<file path="config.mk">
export PLATFORM = sky130hd
export DESIGN_NAME = pixel_readout
export DESIGN_NICKNAME = d
export VERILOG_FILES = /design/src/rtl/pixel_pkg.sv /design/src/rtl/pixel_readout.sv
export SDC_FILE = /design/constraint.sdc
export NUM_CORES = 1
export LEC_CHECK = 0
export CORE_ASPECT_RATIO = 0.8
export CORE_MARGIN = 1
export CORE_UTILIZATION = 53
export CTS_CLUSTER_SIZE = 10
export DETAILED_ROUTE_END_ITERATION = 8
export GPL_ROUTABILITY_DRIVEN = 1
export GPL_TIMING_DRIVEN = 0
export PLACE_DENSITY = 0.85
export RECOVER_POWER = 25
export SETUP_SLACK_MARGIN = 0.3
export SYNTH_ARGS = -nofsm -noshare
export SYNTH_HDL_FRONTEND = slang
export SYNTH_SLANG_ARGS = --single-unit
</file>
<file path="constraint.sdc">
create_clock -name clk -period 5.86 [get_ports clk]
set_clock_uncertainty 0.2 [all_clocks]
set_input_delay 0.879 -clock clk [delete_from_list [all_inputs] [get_ports clk]]
set_output_delay 0.879 -clock clk [all_outputs]
set_load 0.02 [all_outputs]
</file>
<file path="src/rtl/pixel_pkg.sv">
// Shared types and constants for the pixel-array readout path.
package pixel_pkg;

    localparam int PIXEL_BITS = 8;

    typedef enum logic {
        IDLE   = 1'b0,
        STREAM = 1'b1
    } readout_state_t;

    typedef logic [PIXEL_BITS-1:0] pixel_t;

endpackage : pixel_pkg

</file>
<file path="src/rtl/pixel_readout.sv">
// Consumer end of the pixel-array output bus. Captures one full frame into a
// shadow register on a capture strobe, then streams it out one pixel per
// valid/ready handshake in row-major order with first/row-end/last markers.
module pixel_readout
    import pixel_pkg::*;
#(
    parameter int W = 3,
    parameter int H = 2,
    parameter int N = H * W
) (
    input  logic                    clk,
    input  logic                    reset,
    input  logic [PIXEL_BITS*N-1:0] pixel_data_in,
    input  logic                    capture,
    output logic [PIXEL_BITS-1:0]   out_data,
    output logic                    out_valid,
    input  logic                    out_ready,
    output logic                    out_first,
    output logic                    out_row_end,
    output logic                    out_last,
    output logic                    busy,
    output logic                    overrun,
    input  logic                    overrun_clr,
    output logic [15:0]             frame_count
);

    // Counter widths never drop below one bit so single-pixel/column/row
    // configurations still elaborate.
    localparam int IDX_W = (N > 1) ? $clog2(N) : 1;
    localparam int COL_W = (W > 1) ? $clog2(W) : 1;
    localparam int ROW_W = (H > 1) ? $clog2(H) : 1;

    localparam logic [IDX_W-1:0] IDX_LAST = IDX_W'(N - 1);
    localparam logic [COL_W-1:0] COL_LAST = COL_W'(W - 1);

    readout_state_t          state_r;
    readout_state_t          state_n_s;
    logic [PIXEL_BITS*N-1:0] shadow_r;
    logic [IDX_W-1:0]        idx_r;
    logic [COL_W-1:0]        col_r;
    logic [ROW_W-1:0]        row_r;
    logic                    overrun_r;
    logic [15:0]             frame_count_r;

    logic                    valid_s;
    logic                    handshake_s;
    logic                    at_last_s;
    logic                    load_s;
    logic                    advance_s;
    logic                    frame_done_s;
    logic                    overrun_set_s;

    pixel_t                  pixel_s [N];

    // Unpack the shadow frame into per-pixel bytes; pixel k sits at [8k+7:8k].
    for (genvar k = 0; k < N; k++) begin : g_unpack
        assign pixel_s[k] = shadow_r[PIXEL_BITS*k +: PIXEL_BITS];
    end

    assign valid_s     = (state_r == STREAM);
    assign handshake_s = valid_s && out_ready;
    assign at_last_s   = (idx_r == IDX_LAST);

    // Next-state and datapath control decode.
    always_comb begin
        state_n_s     = state_r;
        load_s        = 1'b0;
        advance_s     = 1'b0;
        frame_done_s  = 1'b0;
        overrun_set_s = 1'b0;
        case (state_r)
            IDLE: begin
                if (capture) begin
                    load_s    = 1'b1;
                    state_n_s = STREAM;
                end else begin
                    state_n_s = IDLE;
                end
            end
            STREAM: begin
                if (handshake_s && at_last_s) begin
                    frame_done_s = 1'b1;
                    // A capture on the final handshake reloads with no bubble.
                    if (capture) begin
                        load_s    = 1'b1;
                        state_n_s = STREAM;
                    end else begin
                        state_n_s = IDLE;
                    end
                end else begin
                    if (handshake_s) begin
                        advance_s = 1'b1;
                    end else begin
                        advance_s = 1'b0;
                    end
                    // The held frame is still draining, so a new one is dropped.
                    if (capture) begin
                        overrun_set_s = 1'b1;
                    end else begin
                        overrun_set_s = 1'b0;
                    end
                end
            end
            default: begin
                state_n_s = IDLE;
            end
        endcase
    end

    // State register.
    always_ff @(posedge clk) begin
        if (!reset) begin
            state_r <= IDLE;
        end else begin
            state_r <= state_n_s;
        end
    end

    // Shadow frame, pixel position counters, overrun flag and frame counter.
    always_ff @(posedge clk) begin
        if (!reset) begin
            shadow_r      <= '0;
            idx_r         <= '0;
            col_r         <= '0;
            row_r         <= '0;
            overrun_r     <= 1'b0;
            frame_count_r <= 16'd0;
        end else begin
            if (load_s) begin
                shadow_r <= pixel_data_in;
            end

            if (load_s || frame_done_s) begin
                idx_r <= '0;
                col_r <= '0;
                row_r <= '0;
            end else if (advance_s) begin
                idx_r <= idx_r + IDX_W'(1);
                if (col_r == COL_LAST) begin
                    col_r <= '0;
                    row_r <= row_r + ROW_W'(1);
                end else begin
                    col_r <= col_r + COL_W'(1);
                end
            end

            // Set has priority over clear so a coincident drop is not lost.
            if (overrun_set_s) begin
                overrun_r <= 1'b1;
            end else if (overrun_clr) begin
                overrun_r <= 1'b0;
            end

            if (frame_done_s) begin
                frame_count_r <= frame_count_r + 16'd1;
            end
        end
    end

    assign out_valid   = valid_s;
    assign busy        = valid_s;
    assign out_data    = valid_s ? pixel_s[idx_r] : '0;
    assign out_first   = valid_s && (idx_r == '0);
    assign out_row_end = valid_s && (col_r == COL_LAST);
    assign out_last    = valid_s && at_last_s;
    assign overrun     = overrun_r;
    assign frame_count = frame_count_r;

endmodule : pixel_readout

</file>
# Word-level counts from Yosys, hierarchy flattened
# Index checks and enable logic that the tools add are counted.
# Widths: inputs -> output; s select.
# word_totals
out_inout_bits,30
in_bits,53
wordCells,43
ff_bits,71
# op_classes
bitwise_logic,3
add_sub_neg,3
n_reduce_logical,9
magnitude_cmp,1
mux,19
eq_ne,2
# ops
op,n
$bmux 8 s3,1
$mux 8,3
$add 16x1->16 const B,1
$mux 1,12
$logic_and 1x1->1,5
$ge 4x4->1 const B,1
$not 3->4,1
$pmux 1 s2,2
$add 3x1->3 const B,1
$eq 3x3->1 const B,1
$logic_not 3->1,1
$add 2x1->2 const B,1
$eq 2x2->1 const B,1
$mux 2,1
$not 1->1,2
$reduce_bool 2->1,1
$reduce_or 2->1,1
$logic_or 1x1->1,1

# Logic depth before layout (Yosys ltp)
# depth
word_depth,6
ltp_mapped,9
depth_no_buf,6

# Worst setup path before layout
# Ideal clock, no wire load.
# synth_timing
kind,reg2out
startpoint,register state_r (netlist: busy)
endpoint,output out_data[0]
required_time_ns,4.781
slack_ns,3.363
arrival_ns,1.418
path_stages_with_launch,4
n_path_buf,1
cell_sequence,dfxtp_1 or2b_2 clkbuf_1 o22ai_1
# synth_via
elab_chain_len,1
# synth_lines
element,line,text
"start, declared",pixel_readout.sv:36,readout_state_t state_r;
"start signal, assigned",pixel_readout.sv:115,state_r <= state_n_s;
$mux 8,pixel_readout.sv:162,assign out_data = valid_s ? pixel_s[idx_r] : '0;
"end, declared",pixel_readout.sv:15,"output logic [PIXEL_BITS-1:0] out_data,"
# Every way passes these cells.

# Worst setup path after layout
# layout_timing
startpoint,register idx_r[0]
endpoint,output out_data[1]
# layout_via
elab_chain_len,5
# layout_lines
element,line,text
"start, declared",pixel_readout.sv:39,logic [IDX_W-1:0] idx_r;
"start signal, assigned",pixel_readout.sv:138,idx_r <= idx_r + IDX_W'(1);
$not 3->4 (not written as such),pixel_readout.sv:162,
$bmux 8 s3,pixel_readout.sv:162,
$mux 8 (not written as such) (2 in series),pixel_readout.sv:162,
$mux 8,pixel_readout.sv:162,
# Every way passes these cells. The select of a mux whose other input is x is not followed.

==> flow_summary.ini <==
[status]
outcome = finished clean

[cts]
h-tree-depth = 3
post_cts_buffers = 0
postCtsHoldBufs = 0
clk_pin_slew_ns = 0.07
clock-sinks = 71
clock_path_buffers = 2
worstSkewPairLatency_ns = 0.35
cts_tree = built
cts_inserted_buffers = 9
post_cts_resized = 0
root_buffer = clkbuf_8

[logic_synthesis]
synth_warnings = 0
synth_fp_nets = 431
synth_area_per_cell_um2 = 8.81
ys_ff_latch = 71
yosysMostFrequentCell = nand2_1
ys.flop_type = dfxtp_1
synthTopCellsByCount = nand2_1 (105), dfxtp_1 (71), a21boi_0 (49)
synthArstFlopShare_pct = 0
synth_area_leaders = dfxtp_1 (43%), nand2_1 (12%), a21boi_0 (11%)
synth_top_area_share_pct = 43.2
seq_area_frac_synth_pct = 43.2
synth-edff-count = 0
syn-instance-count = 374
synthDistinctLibCells = 36
yosysTopAreaCell = dfxtp_1
syn_area_mm2 = 0.00329

[critical_path]
worstSetupEndpointType = output port
cp-endpoint = out_data[1]
reg2reg_to = shadow_r[39]
worstReg2RegStart = idx_r[1]
ff2ff_path_depth = 9
r2r_slack_ns = 3.04
crit_fanout = 10
startpoint_type = flip-flop
crit_required_ns = 4.78
critical_path_class = flip-flop to output port
critPathLaunch = idx_r[0]
cp.arrival_ns = 2.52

[final_layout]
finalInstanceArea_mm2 = 0.00439
final_core_util_pct = 73.8
fillers = 453
final_nets = 523
drive_gt1_share_pct = 7.86
area_growth_pct = 33.2
diodes = 0
fin_cells = 552

[drt]
ant_nets = 0
drt_iter0_markers = 102
routed_via_density = 5.32
drt_pass1_iterations = 4
vias = 2934
drcViolationCount = 0
wirelength_mm = 8.17
wl_per_cell_um = 14.8

[power_and_ir_drop]
switching_share_pct = 24.3
switching_power_mw = 0.254
p_leak_nw = 1.59
ir_worst_vdd_uv = 158
clkPwrFrac_pct = 38.7
comb_power_share_pct = 12.1
p_int_mw = 0.791
p_total_mw = 1.04
powerDensity_mw_per_mm2 = 238
p_seq_share_pct = 49.2

[global_route]
grt_start_max_net_pins = 13
grt_pass1_wl_mm = 13.1
antenna_found_initial = 0
grt_pass1_vias = 2813
grt_use_total_pct = 26.2
grt_overflow = 0

[timing]
min_period_over_period_pct = 61.4
setup_viol = 0
tightest_slew_ns = 0.618
fin_tns_setup_ns = 0
maxSlewViolCount = 0
timing.hold.ws_ns = 0.263
hold_viol_final = 0
min_period_ns = 3.60
slew_headroom_pct = 58.8
rsz0062_at_grt = no
fmax_mhz = 278
fin_ws_ns = 2.26

[hold_path]
hold_class = flip-flop to flip-flop
holdPathStages = 2
min-delay-start = shadow_r[19]

[place]
post-place-cells = 536
dp_hpwl_mm = 6.05
place_area_mm2 = 0.00421
dp_slack_ns = 2.65
port-buffer-count = 81
globalplace.congestion = 0.844

[die]
initial_utilization_pct = 55.4
die_h_um = 72.5
ioPinCount = 83
die_area_mm2 = 0.00653
core_mm2 = 0.00594
die_w_um = 90.1
rows = 25

[run]
drv_cap = 0
## flip-flops by register name, summed over array words and instances, names as in the netlist
| signal | cells |
|---|---|
| busy | 1 |
| col_r | 2 |
| shadow_r | 48 |
| overrun | 1 |
| idx_r | 3 |
| frame_count | 16 |
## power groups by stage
stage	logic, mW	registers (mW)	clock network (mW)
global placement	0.123	0.523	0
CTS	0.127	0.513	0.409
floorplan	0.0649	0.522	0
global route	0.138	0.516	0.428
detailed placement	0.126	0.525	0
finish	0.126	0.514	0.405
## area by class of cell
class                           instances  area (µm²)  share of cell area [%]
Clock inverter                          4        53.8                    1.23
Buffer                                 24         114                    2.60
Multi-Input combinational cell        267        1680                    38.4
Sequential cell                        71        1420                    32.4
Tap cell                               81         101                    2.31
Timing Repair Buffer                   81         811                    18.5
Inverter                               12        45.0                    1.03
Clock buffer                           12         155                    3.54
## critical path, cell delays in order, from the launching register on
cell	delay [ns]
dfxtp_1	0.37
buf_2	0.31
buf_2	0.37
mux2i_1	0.37
o22ai_1	0.17
clkdlybuf4s50_1	0.57
## cell usage in the layout, fill, tap and decap left out, types with 8 or more instances in the layout
cell type / n
mux2i_1: 13
mux4_2: 8
nand3_1: 8
nor2_1: 10
and2_1: 8
xnor2_1: 10
clkbuf_8: 11
clkdlybuf4s50_1: 74
clkbuf_1: 14
nand2_1: 105
o22ai_1: 8
dfxtp_1: 71
a21boi_0: 52
inv_1: 12
## metal layers
layer  wire, µm  track usage [%]
met1       3620             31.6
met2       4020             45.8
met3        409             7.55
met4        108             8.60
met5          0                0
## worst min-delay path by stage
stage | end | slack [ns]
after detailed placement | shadow_r[29] | 0.25
final | shadow_r[19] | 0.26
after floorplan | shadow_r[16] | 0.24
after CTS | shadow_r[29] | 0.26
after global placement | shadow_r[5] | 0.25
after global routing | shadow_r[34] | 0.29
## cell families after synthesis
| group | Yosys count | synth area share (%) |
|---|---|---|
| compound gates | 68 | 14.7 |
| xor+xnor | 12 | 3.19 |
| flops | 71 | 43.2 |
| mux | 21 | 9.42 |
| simple gates | 162 | 22.9 |
| buf+inv | 36 | 5.05 |
| fa+ha+maj | 4 | 1.52 |
Power figures use the tool's default switching activity.
